--- config.mk ---
export PLATFORM = sky130hd
export DESIGN_NAME = rbus_frame_arbiter
export DESIGN_NICKNAME = d
export VERILOG_FILES = /design/src/rtl/rbus_frame_arbiter.sv
export SDC_FILE = /design/constraint.sdc
export NUM_CORES = 1
export LEC_CHECK = 0
export CAP_MARGIN = 15
export CELL_PAD_IN_SITES_DETAIL_PLACEMENT = 0
export CELL_PAD_IN_SITES_GLOBAL_PLACEMENT = 1
export CORE_UTILIZATION = 24
export DETAILED_ROUTE_END_ITERATION = 7
export PLACE_DENSITY_LB_ADDON = 0.15
export SLEW_MARGIN = 30
export SYNTH_ARGS = -nofsm -noshare
export SYNTH_HDL_FRONTEND = slang
export SYNTH_SLANG_ARGS = --single-unit
export TNS_END_PERCENT = 10
--- constraint.sdc ---
create_clock -name clk -period 15.4 [get_ports clk]
set_input_delay 3.08 -clock clk [delete_from_list [all_inputs] [get_ports clk]]
set_output_delay 3.08 -clock clk [all_outputs]
set_load 0.03 [all_outputs]
--- src/rtl/rbus_frame_arbiter.sv ---
// N-to-1 frame-granular rbus arbiter: a grant covers one whole frame (header + payload),
// winners chosen by header priority (optional) then round-robin, one registered output stage.
module rbus_frame_arbiter #(
  parameter int unsigned N       = 4,
  parameter bit          PRIO_EN = 1'b1
) (
  input  logic              clk,
  input  logic              rst_n,
  input  logic [N-1:0]      i_valid,
  input  logic [N*72-1:0]   i_data,
  output logic [N-1:0]      i_ready,
  output logic              o_valid,
  output logic [71:0]       o_data,
  input  logic              o_ready,
  output logic [N-1:0]      o_grant,
  output logic              o_busy
);

  localparam int unsigned WW      = 72;
  localparam int unsigned IW      = (N > 1) ? $clog2(N) : 1;
  localparam int unsigned CW      = 4;
  localparam int unsigned LEN_BIT = 39;
  localparam int unsigned PRIO_LO = 68;

  typedef enum logic {
    IDLE = 1'b0,
    XFER = 1'b1
  } state_t;

  state_t          state_q;
  logic [IW-1:0]   win_q;
  logic [IW-1:0]   rr_q;
  logic [CW-1:0]   cnt_q;

  logic [WW-1:0]   word [N];
  logic [1:0]      prio [N];
  logic [1:0]      max_prio;
  logic [IW:0]     scan_idx;
  logic [IW-1:0]   pick_idx;
  logic            pick_found;
  logic            accept;

  // Per-requester word view and header priority field
  always_comb begin
    for (int unsigned r = 0; r < N; r++) begin
      word[r] = i_data[WW*r +: WW];
      prio[r] = word[r][PRIO_LO +: 2];
    end
  end

  // Highest priority among requesters presenting a header
  always_comb begin
    max_prio = '0;
    for (int unsigned r = 0; r < N; r++) begin
      if (i_valid[r] && (prio[r] > max_prio)) begin
        max_prio = prio[r];
      end
    end
  end

  // Round-robin scan from rr_q; with priority enabled only max-priority requesters qualify
  always_comb begin
    pick_found = 1'b0;
    pick_idx   = '0;
    scan_idx   = '0;
    for (int unsigned k = 0; k < N; k++) begin
      scan_idx = {1'b0, rr_q} + (IW+1)'(k);
      if (scan_idx >= (IW+1)'(N)) begin
        scan_idx = scan_idx - (IW+1)'(N);
      end
      if (!pick_found && i_valid[scan_idx[IW-1:0]] &&
          (!PRIO_EN || (prio[scan_idx[IW-1:0]] == max_prio))) begin
        pick_found = 1'b1;
        pick_idx   = scan_idx[IW-1:0];
      end
    end
  end

  // A word moves when the owner presents one and the output stage is free or draining
  assign accept = (state_q == XFER) && i_valid[win_q] && (!o_valid || o_ready);

  always_comb begin
    i_ready        = '0;
    i_ready[win_q] = accept;
  end

  always_ff @(posedge clk) begin
    if (!rst_n) begin
      state_q <= IDLE;
      win_q   <= '0;
      rr_q    <= '0;
      cnt_q   <= '0;
      o_valid <= 1'b0;
      o_data  <= '0;
      o_grant <= '0;
      o_busy  <= 1'b0;
    end else begin
      case (state_q)
        IDLE: begin
          if (o_ready) begin
            o_valid <= 1'b0;
          end
          if (pick_found) begin
            state_q <= XFER;
            o_busy  <= 1'b1;
            win_q   <= pick_idx;
            o_grant <= {{(N-1){1'b0}}, 1'b1} << pick_idx;
            cnt_q   <= word[pick_idx][LEN_BIT] ? CW'(8) : CW'(1);
          end
        end
        XFER: begin
          if (accept) begin
            o_data  <= word[win_q];
            o_valid <= 1'b1;
            if (cnt_q == '0) begin
              state_q <= IDLE;
              o_busy  <= 1'b0;
              o_grant <= '0;
              rr_q    <= (win_q == IW'(N-1)) ? '0 : win_q + IW'(1);
            end else begin
              cnt_q <= cnt_q - CW'(1);
            end
          end else if (o_ready) begin
            o_valid <= 1'b0;
          end
        end
        default: begin
          state_q <= IDLE;
        end
      endcase
    end
  end

endmodule

; Word-level counts from Yosys, hierarchy flattened
; Cells that the tools add are included.
[op_classes]
add_sub_neg = 9
magnitude_cmp = 20
n_eq_ne = 9
n_shift = 1
n_mux = 67
bitwise = 8
n_reduce_logical = 25
[ops]
columns = op, n
row1 = $bmux W72 S2, 2
row2 = $mux W72, 2
row3 = $mux W40, 2
row4 = $mux W2, 21
row5 = $mux W4, 7
row6 = $ge A3 B3 Y1 const B, 9
row7 = $mux W1, 18
row8 = $not A2 Y3, 6
row9 = $bmux W2 S2, 4
row10 = $pmux W4 S2, 2
row11 = $lt A2 B3 Y1 const B, 5
row12 = $logic_and A1 B1 Y1, 14
row13 = $bmux W1 S2, 5
row14 = $reduce_and A3 Y1, 3
row15 = $eq A2 B2 Y1, 4
row16 = $sub A2 B1 Y2 const B, 4
row17 = $add A2 B2 Y3 const B, 2
row18 = $gt A2 B2 Y1, 3
row19 = $pmux W1 S2, 3
row20 = $and A4 B4 Y4, 1
row21 = $logic_not A1 Y1, 4
row22 = $logic_not A4 Y1, 1
row23 = $ne A2 B1 Y1 const B, 2
row24 = $ne A2 B2 Y1 const B, 2
row25 = 12 further kinds, 13
[totals]
register_bits = 87
in_bits = 295
output_inout_bits = 82
word_cells = 147

; Longest topological paths before layout
; Gate-level depths: netlist of run 1.
[logic_depth]
depth_word = 34
ltp_mapped = 25
ltp_nobuf = 23

; Worst setup path before layout of run 1
; No wires, ideal clock.
[synth_timing]
kind = input -> output
start = input port i_valid[1]
end = output port i_ready[0]
t_arrival_ns = 4.685
slack_ns = 7.635
cell_stages = 7
cell_sequence = buf_2 -> mux4_2 -> and3_1 -> clkbuf_1 -> clkbuf_1 -> clkbuf_1 -> and2_1
[synth_via]
elab_chain_cells = 5
[synth_rtl]
columns = item, line_no
row1 = "start, declared", 9  ; input logic [N-1:0] i_valid,
row2 = $bmux W1 S2, 80  ; assign accept = (state_q == XFER) && i_valid[win_q] && (!o_valid || o_ready);
row3 = $mux W1 (not written as such), 80
row4 = $logic_and A1 B1 Y1 (2 in a row), 80
row5 = $and A4 B4 Y4 (no line), n/a
row6 = "end, declared", 11  ; output logic [N-1:0] i_ready,
; No other way between the ends. The select of a mux whose other input is x is not followed.

; Final worst setup path of run 1
[layout_timing]
start = input port i_valid[0]
end = register cnt_q[0]
[layout_via]
elab_chain_cells = 33
[layout_rtl]
columns = item, line_no
row1 = $logic_and A1 B1 Y1, 55  ; if (i_valid[r] && (prio[r] > max_prio)) begin
row2 = $mux W2, 55
row3 = $gt A2 B2 Y1, 55
row4 = $logic_and A1 B1 Y1, 55
row5 = $mux W2, 55
row6 = $gt A2 B2 Y1, 55
row7 = $logic_and A1 B1 Y1, 55
row8 = $mux W2, 55
row9 = [... 15 more ...], n/a
row10 = $logic_and A1 B1 Y1 (2 in a row), 71  ; if (!pick_found && i_valid[scan_idx[IW-1:0]] &&
row11 = $mux W2, 71
row12 = $not A2 Y3 (not written as such), 108  ; cnt_q <= word[pick_idx][LEN_BIT] ? CW'(8) : CW'(1);
row13 = $bmux W72 S2, 108
row14 = $mux W40 (not written as such) (2 in a row), 108
row15 = $mux W4, 108
row16 = $mux W4, 103  ; if (pick_found) begin
row17 = $pmux W4 S2, 98  ; case (state_q)
row18 = "end signal, assigned", 108
row19 = "end signal, assigned", 121  ; cnt_q <= cnt_q - CW'(1);
row20 = "end, declared", 33  ; logic [CW-1:0] cnt_q;
; Several ways; a longest one is shown, not always the timed one. The select of a mux whose other input is x is not followed.
; A chain may end at the register's enable or synchronous reset.

==> metrics.md, run 1 <==
| Metric | Value |
|---|---|
| CTS H-tree depth | 3 |
| Deepest clock path buffer count | 2 |
| Crit Path Class | in2reg |
| Post-Route WL | ~24000 um |
| Port buffer count | 376 |
| Vias in the first global route | 6205 |
| Design area | between 0.01 and 0.015 mm^2 |
| Synth async-reset ratio | 0 |
| Worst Hold Class | reg2reg |
| Crit Path Max Fanout | 11 |
| Fmax achieved | 0.116 GHz |
| Startpoint Class | input port |
| Hold Path Stages | 2 |
| Setup Skew | roughly 10 ps |
| Most common cell in the netlist | nand2_1 |
| R2R Path End | cnt_q[0]$_SDFFE_PN0P_ |
| Gr ovfl total | 0 |
| Post-synth EDFFs | 0 |
| Unique masters post-synth | 64 |
| Final hold vios | 0 |
| CTS Sinks | 87 |
| Least-Margin Pin Slew | 845 ps |
| Rows | 58 |
| Unrepaired setup endpoints after global routing | false |
| Seq cells post-synth | 87 |
| Reg2reg start | rr_q[0]$_SDFFE_PN0P_ |
| First-pass GRT wire length | around 36000 um |
| CTS Buf Count | 9 |
| Number of filler cells placed in the layout | around 2500 |
| Clock Latency Late Sink | ~350 ps |
| Area leader, netlist | dfxtp_1 |
| Worst path buffer plus inverter count | 1 |
| Synth warn | 0 |
| Outcome | complete, no violations |
| Routed vias | 6276 |
| Mapped cell area | about 0.0062 mm^2 |
| Die area | 0.0267 mm^2 |
| GRT Overall Usage | 0.177 |
| Max Cap Viol | 0 |
| Fin nets | 1288 |
| Dpl cell area | 0.0103 mm^2 |
| Setup crit end kind | flip-flop |
| # IOs | 377 |
| Post-route DRC violation count | 0 |
| CP delay by family, top | compound AO/OA/AOI/OAI gates |
| Slowest stage cell, crit path | clkdlybuf4s50_1 |
| Post-Syn Nets | 947 |
| Final core occ | 0.420 |
| Synth area leaders | dfxtp_1, mux4_2, nand2_1, a21boi_0, ha_1 |
| Worst-path clk slew | 70 ps |
| Detail-routed via count per cell | 4.77 |
| Fin crit period | just under 9000 ps |
| Die width | approximately 160 um |
| Worst R2R Setup Slack | between 10000 and 15000 ps |
| Tot Pwr | 1.27 mW |
| Most frequent cells after synthesis | nand2_1, dfxtp_1, a21boi_0 |
| CTS-repair resized insts | 0 |
| Area growth syn-to-layout | 70.2% |
| Syn Inst Count | 640 |
| Final max-slew violation count | 0 |
| Crit path cell chain | clkdlybuf4s50_1 -> nand2_1 -> ha_1 -> nor2b_4 -> o2111ai_1 -> o21a_1 -> ha_1 -> nor2b_4 -> o211ai_4 -> o211ai_4 -> o21ai_0 -> ha_1 -> nor2b_1 -> o211ai_2 -> nor2_1 -> a31oi_2 -> mux2i_1 -> o21ai_1 -> o21ai_0 -> nor4_4 -> mux2_4 -> o211a_1 |
| Dominant synthesized flop cell | dfxtp_1 |
| Initial DRC count | 237 |
| Initial Util | 0.247 |
| CP most frequent cell | ha_1 |
| Pin count of the biggest net entering global routing | 89 |
| WHS | about 460 ps |
| WL/cell | 18.4 um |
| Area share of the largest cell type after synthesis | 0.279 |
| Root Buffer | clkbuf_16 |
| Average size of a mapped cell | about 9.8 um^2 |
| Largest stage delay, worst path | between 500 and 600 ps |
| Worst r2r path cells | 9 |
| Critical path required time | 15650 ps |
| Gp weighted congestion | 0.782 |
| Final HPWL DP | 18600 um |
| Setup-failing EPs final | 0 |
| Post-synthesis sequential area ratio | 0.279 |
| Core area | around 0.025 mm^2 |
| Hold Crit Start | o_data[16]$_SDFFE_PN0P_ |
| Critical path data arrival time | between 8000 and 9000 ps |
| Cts hold-fix bufs | 0 |
| Post-CTS Setup Bufs | 0 |
| Die height | 163 um |
| ANT nets after route | 0 |
| Leakage power | 3.61 nW |
| TritonCTS clock tree | built |
| Share of the clock period used by the worst path | 0.562 |
| Pwr/cell area | 120 mW/mm^2 |
| Antenna violations before repair | 0 |
| Drt first pass iters | 4 |
| Layout cell share with drive strength beyond 1 | 0.123 |
| VDD IR max | 0.0547 mV |
| Slew Limit Headroom | 0.437 |
| Setup TNS | 0 ps |
| Hold Path Sink | o_data[16]$_SDFFE_PN0P_ |
worst reg2reg max path, stage by stage, from the launching register on:
cell and delay, ps:
dfxtp_1 860, clkinv_1 510, a211oi_1 280, a21oi_1 100, xnor2_1 150, o21ai_1 380, o21ai_0 280, nor4_4 470
mux2_4 350, o211a_1 200
layout by cell type (no fill, tap or decap), types with 7 or more instances in the layout:
| cell | count |
|---|---|
| mux4_2 | 74 |
| nand2b_1 | 7 |
| and2_1 | 11 |
| mux2i_1 | 10 |
| o21ai_0 | 11 |
| a21oi_1 | 8 |
| nand2_1 | 169 |
| ha_1 | 12 |
| clkbuf_16 | 10 |
| a21boi_0 | 76 |
| nor2_1 | 15 |
| inv_1 | 10 |
| dfxtp_1 | 85 |
| clkdlybuf4s50_1 | 375 |
metrics by stage:
stage          std cells  setup WS [ps]
6_report            1317           6740
5_1_grt             1316           6360
4_1_cts             1314           6810
3_5_place_dp        1298           6440
3_3_place_gp        1298           6500
2_1_floorplan        640           7640
power breakdown:
group	leakage (nW)	internal (mW)	total [mW]	switching, mW
clock network	0.161	0.138	0.239	0.101
registers	0.709	0.280	0.334	0.0543
logic	2.74	0.342	0.698	0.357
total	3.61	0.759	1.27	0.512
flip-flops by register name, indices dropped and copies added (netlist names):
register	flops
rr_q	2
state_q	1
cnt_q	4
o_grant	4
o_valid	1
o_data	72
o_busy	1
win_q	2
cells by family (layout without fill, tap and decap cells):
group                    count (synthesis)  after routing  synth area share
AND/OR/NAND/NOR                        245            245             0.179
adder cells (fa/ha/maj)                 12             12            0.0240
buffers and inverters                   64            410            0.0419
XOR/XNOR                                 7              7           0.00981
flip-flops                              87             87             0.279
other                                    0              1                 0
AO/OA/AOI/OAI                          138            138             0.177
multiplexers                            87             87             0.289
layout make-up:
| cell class | count | area (um^2) | area share |
|---|---|---|---|
| multi-input combinational | 489 | 4260 | 0.400 |
| clock buffer | 10 | 250 | 0.0235 |
| inverter | 11 | 41.3 | 0.00388 |
| tap | 330 | 413 | 0.0388 |
| antenna | 1 | 2.50 | 0.000235 |
| timing repair buffer | 383 | 3840 | 0.361 |
| sequential | 87 | 1750 | 0.164 |
| clock inverter | 6 | 77.6 | 0.00729 |
worst max path at each step:
stage                    start                    end  slack [ps]  depth (start not counted)
floorplan           i_valid[1]             i_ready[0]        7640                          7
global placement    i_valid[0]  cnt_q[0]$_SDFFE_PN0P_        6500                         22
detailed placement  i_valid[0]  cnt_q[0]$_SDFFE_PN0P_        6440                         22
CTS                 i_valid[0]  cnt_q[0]$_SDFFE_PN0P_        6810                         22
global route        i_valid[0]  cnt_q[0]$_SDFFE_PN0P_        6360                         22
finish              i_valid[0]  cnt_q[0]$_SDFFE_PN0P_        6740                         22
per-layer routing:
| metal | vias to the layer above | wire length [um] | track usage |
|---|---|---|---|
| met5 | - | 0 | 0 |
| met2 | 233 | 12100 | 0.307 |
| met4 | 0 | 279 | 0.0395 |
| met1 | 2999 | 9960 | 0.218 |
| li1 | 3027 | - | - |
| met3 | 17 | 1870 | 0.0442 |
No activity file was read; power rests on OpenSTA's default activity.
==> run 2: changes to the inputs <==
- clock period: 15.4 -> 7.95 ns (I/O delays scaled with it)
==> metrics.md, run 2 (synthesized netlist as in run 1, its figures left out) <==
| Metric | Value |
|---|---|
| Rows | 58 |
| Final max-slew violation count | 0 |
| Final HPWL DP | about 18000 um |
| Core area | 0.0253 mm^2 |
| Die width | between 150 and 200 um |
| Post-CTS Setup Bufs | 0 |
| Tot Pwr | approximately 2.5 mW |
| Final hold vios | 0 |
| First-pass GRT wire length | 35800 um |
| Vias in the first global route | 6127 |
| Outcome | complete, no violations |
| WHS | 464 ps |
| Clock Latency Late Sink | 340 ps |
| Most common cell after layout, fill and taps aside | clkdlybuf4s50_1 |
| Layout cell share with drive strength beyond 1 | 0.121 |
| TritonCTS clock tree | built |
| Startpoint Class | input port |
| Initial Util | 0.247 |
| Die area | 0.0267 mm^2 |
| Antenna violations before repair | 0 |
| Routed vias | 6177 |
| Max Cap Viol | 0 |
| Design area | 0.0106 mm^2 |
| CTS H-tree depth | 3 |
| Max FFs per register | between 70 and 80 |
| Metal-1 WL | about 10000 um |
| Top Registers | o_data x72, cnt_q x4, o_grant x4 |
| Worst-path clk slew | 60 ps |
| Fin nets | 1287 |
| # IOs | 377 |
| ANT nets after route | 0 |
| WL/cell | about 18 um |
| Dpl cell area | 0.0103 mm^2 |
| Drt first pass iters | 4 |
| Met2 WL | approximately 12000 um |
| Slew Limit Headroom | 0.419 |
| DR top layer | met4 |
| CTS Sinks | 87 |
| Port buffer count | 376 |
| Setup TNS | 0 ps |
| Area growth syn-to-layout | 70.0% |
| Most flops, register | o_data |
| Crit Path Max Fanout | 11 |
| CTS-repair resized insts | 0 |
| Fmax achieved | 0.140 GHz |
| Share of the clock period used by the worst path | 0.901 |
| Least-Margin Pin Slew | 870 ps |
| Initial DRC count | between 200 and 250 |
| GRT Overall Usage | 0.177 |
| Post-route DRC violation count | 0 |
| Gr ovfl total | 0 |
| Worst Hold Class | reg2reg |
| Critical path required time | 8190 ps |
| Setup-failing EPs final | 0 |
| CTS Buf Count | 9 |
| Root Buffer | clkbuf_16 |
| Final core occ | 0.419 |
| Cts hold-fix bufs | 0 |
| Deepest clock path buffer count | 2 |
| Critical path data arrival time | 7400 ps |
| Routed wl met3 | 1900 um |
| Detail-routed via count per cell | 4.70 |
| Fin crit period | approximately 7200 ps |
| Die height | around 160 um |
| Setup Skew | 8.64 ps |
| Setup crit end kind | flip-flop |
| Pin count of the biggest net entering global routing | 89 |
| Antenna Diode Count | 0 |
| Pwr/cell area | 235 mW/mm^2 |
| Crit Path Class | in2reg |
| Post-Route WL | 24300 um |
| Leakage power | 3.60 nW |
| VDD IR max | 0.128 mV |
| Unrepaired setup endpoints after global routing | false |
| Highest-count cells in the layout ignoring fill and taps | clkdlybuf4s50_1, nand2_1, dfxtp_1, a21boi_0, mux4_2 |
| Gp weighted congestion | 0.812 |
run 2: routing by layer:
| metal | vias to the layer above | track usage |
|---|---|---|
| met3 | 21 | 0.0457 |
| met1 | 2907 | 0.219 |
| met4 | 0 | 0.0438 |
| li1 | 3021 | - |
| met5 | - | 0 |
| met2 | 228 | 0.305 |
run 2: power by group:
group,switching [mW],internal (mW),leakage [nW]
Clock,0.183,0.315,0.169
Combinational,0.694,0.655,2.73
Sequential,0.102,0.542,0.709
Total,0.979,1.51,3.60
run 2: final cells by class:
type,count,area [um^2]
Clock buffer,10,239
Clock inverter,5,104
Fill cell,2518,14700
Inverter,11,41.3
Multi-Input combinational cell,489,4260
Sequential cell,87,1750
Tap cell,330,413
Timing Repair Buffer,382,3820
run 2: worst paths after layout:
kind                                               from  cells after the start  slack, ps                      end
worst min-delay path            o_data[58]$_SDFFE_PN0P_                      2        460  o_data[58]$_SDFFE_PN0P_
worst max-delay path                         i_valid[0]                     22        790    cnt_q[0]$_SDFFE_PN0P_
worst max register to register     rr_q[0]$_SDFFE_PN0P_                      9       4240    cnt_q[0]$_SDFFE_PN0P_
worst min register to register  o_data[58]$_SDFFE_PN0P_                      2        460  o_data[58]$_SDFFE_PN0P_
run 2: stage by stage:
step	instances	worst slack, ps
6_report	1314	790
5_1_grt	1314	363
4_1_cts	1313	795
3_5_place_dp	1298	439
3_3_place_gp	1298	501
2_1_floorplan	640	1790
run 2: worst max-delay path: stages:
cell and delay, ps:
clkdlybuf4s50_1 620, nand2_1 200, ha_1 330, nor2b_4 140, o2111ai_1 310, o21a_1 180
ha_1 230, nor2b_4 140, o211ai_4 290, o211ai_4 150, o21ai_0 100, ha_1 260
nor2b_1 150, o211ai_2 360, nor2_1 100, a31oi_2 270, mux2i_1 120, o21ai_1 520
o21ai_0 290, nor4_4 470, mux2_4 350, o211a_1 200
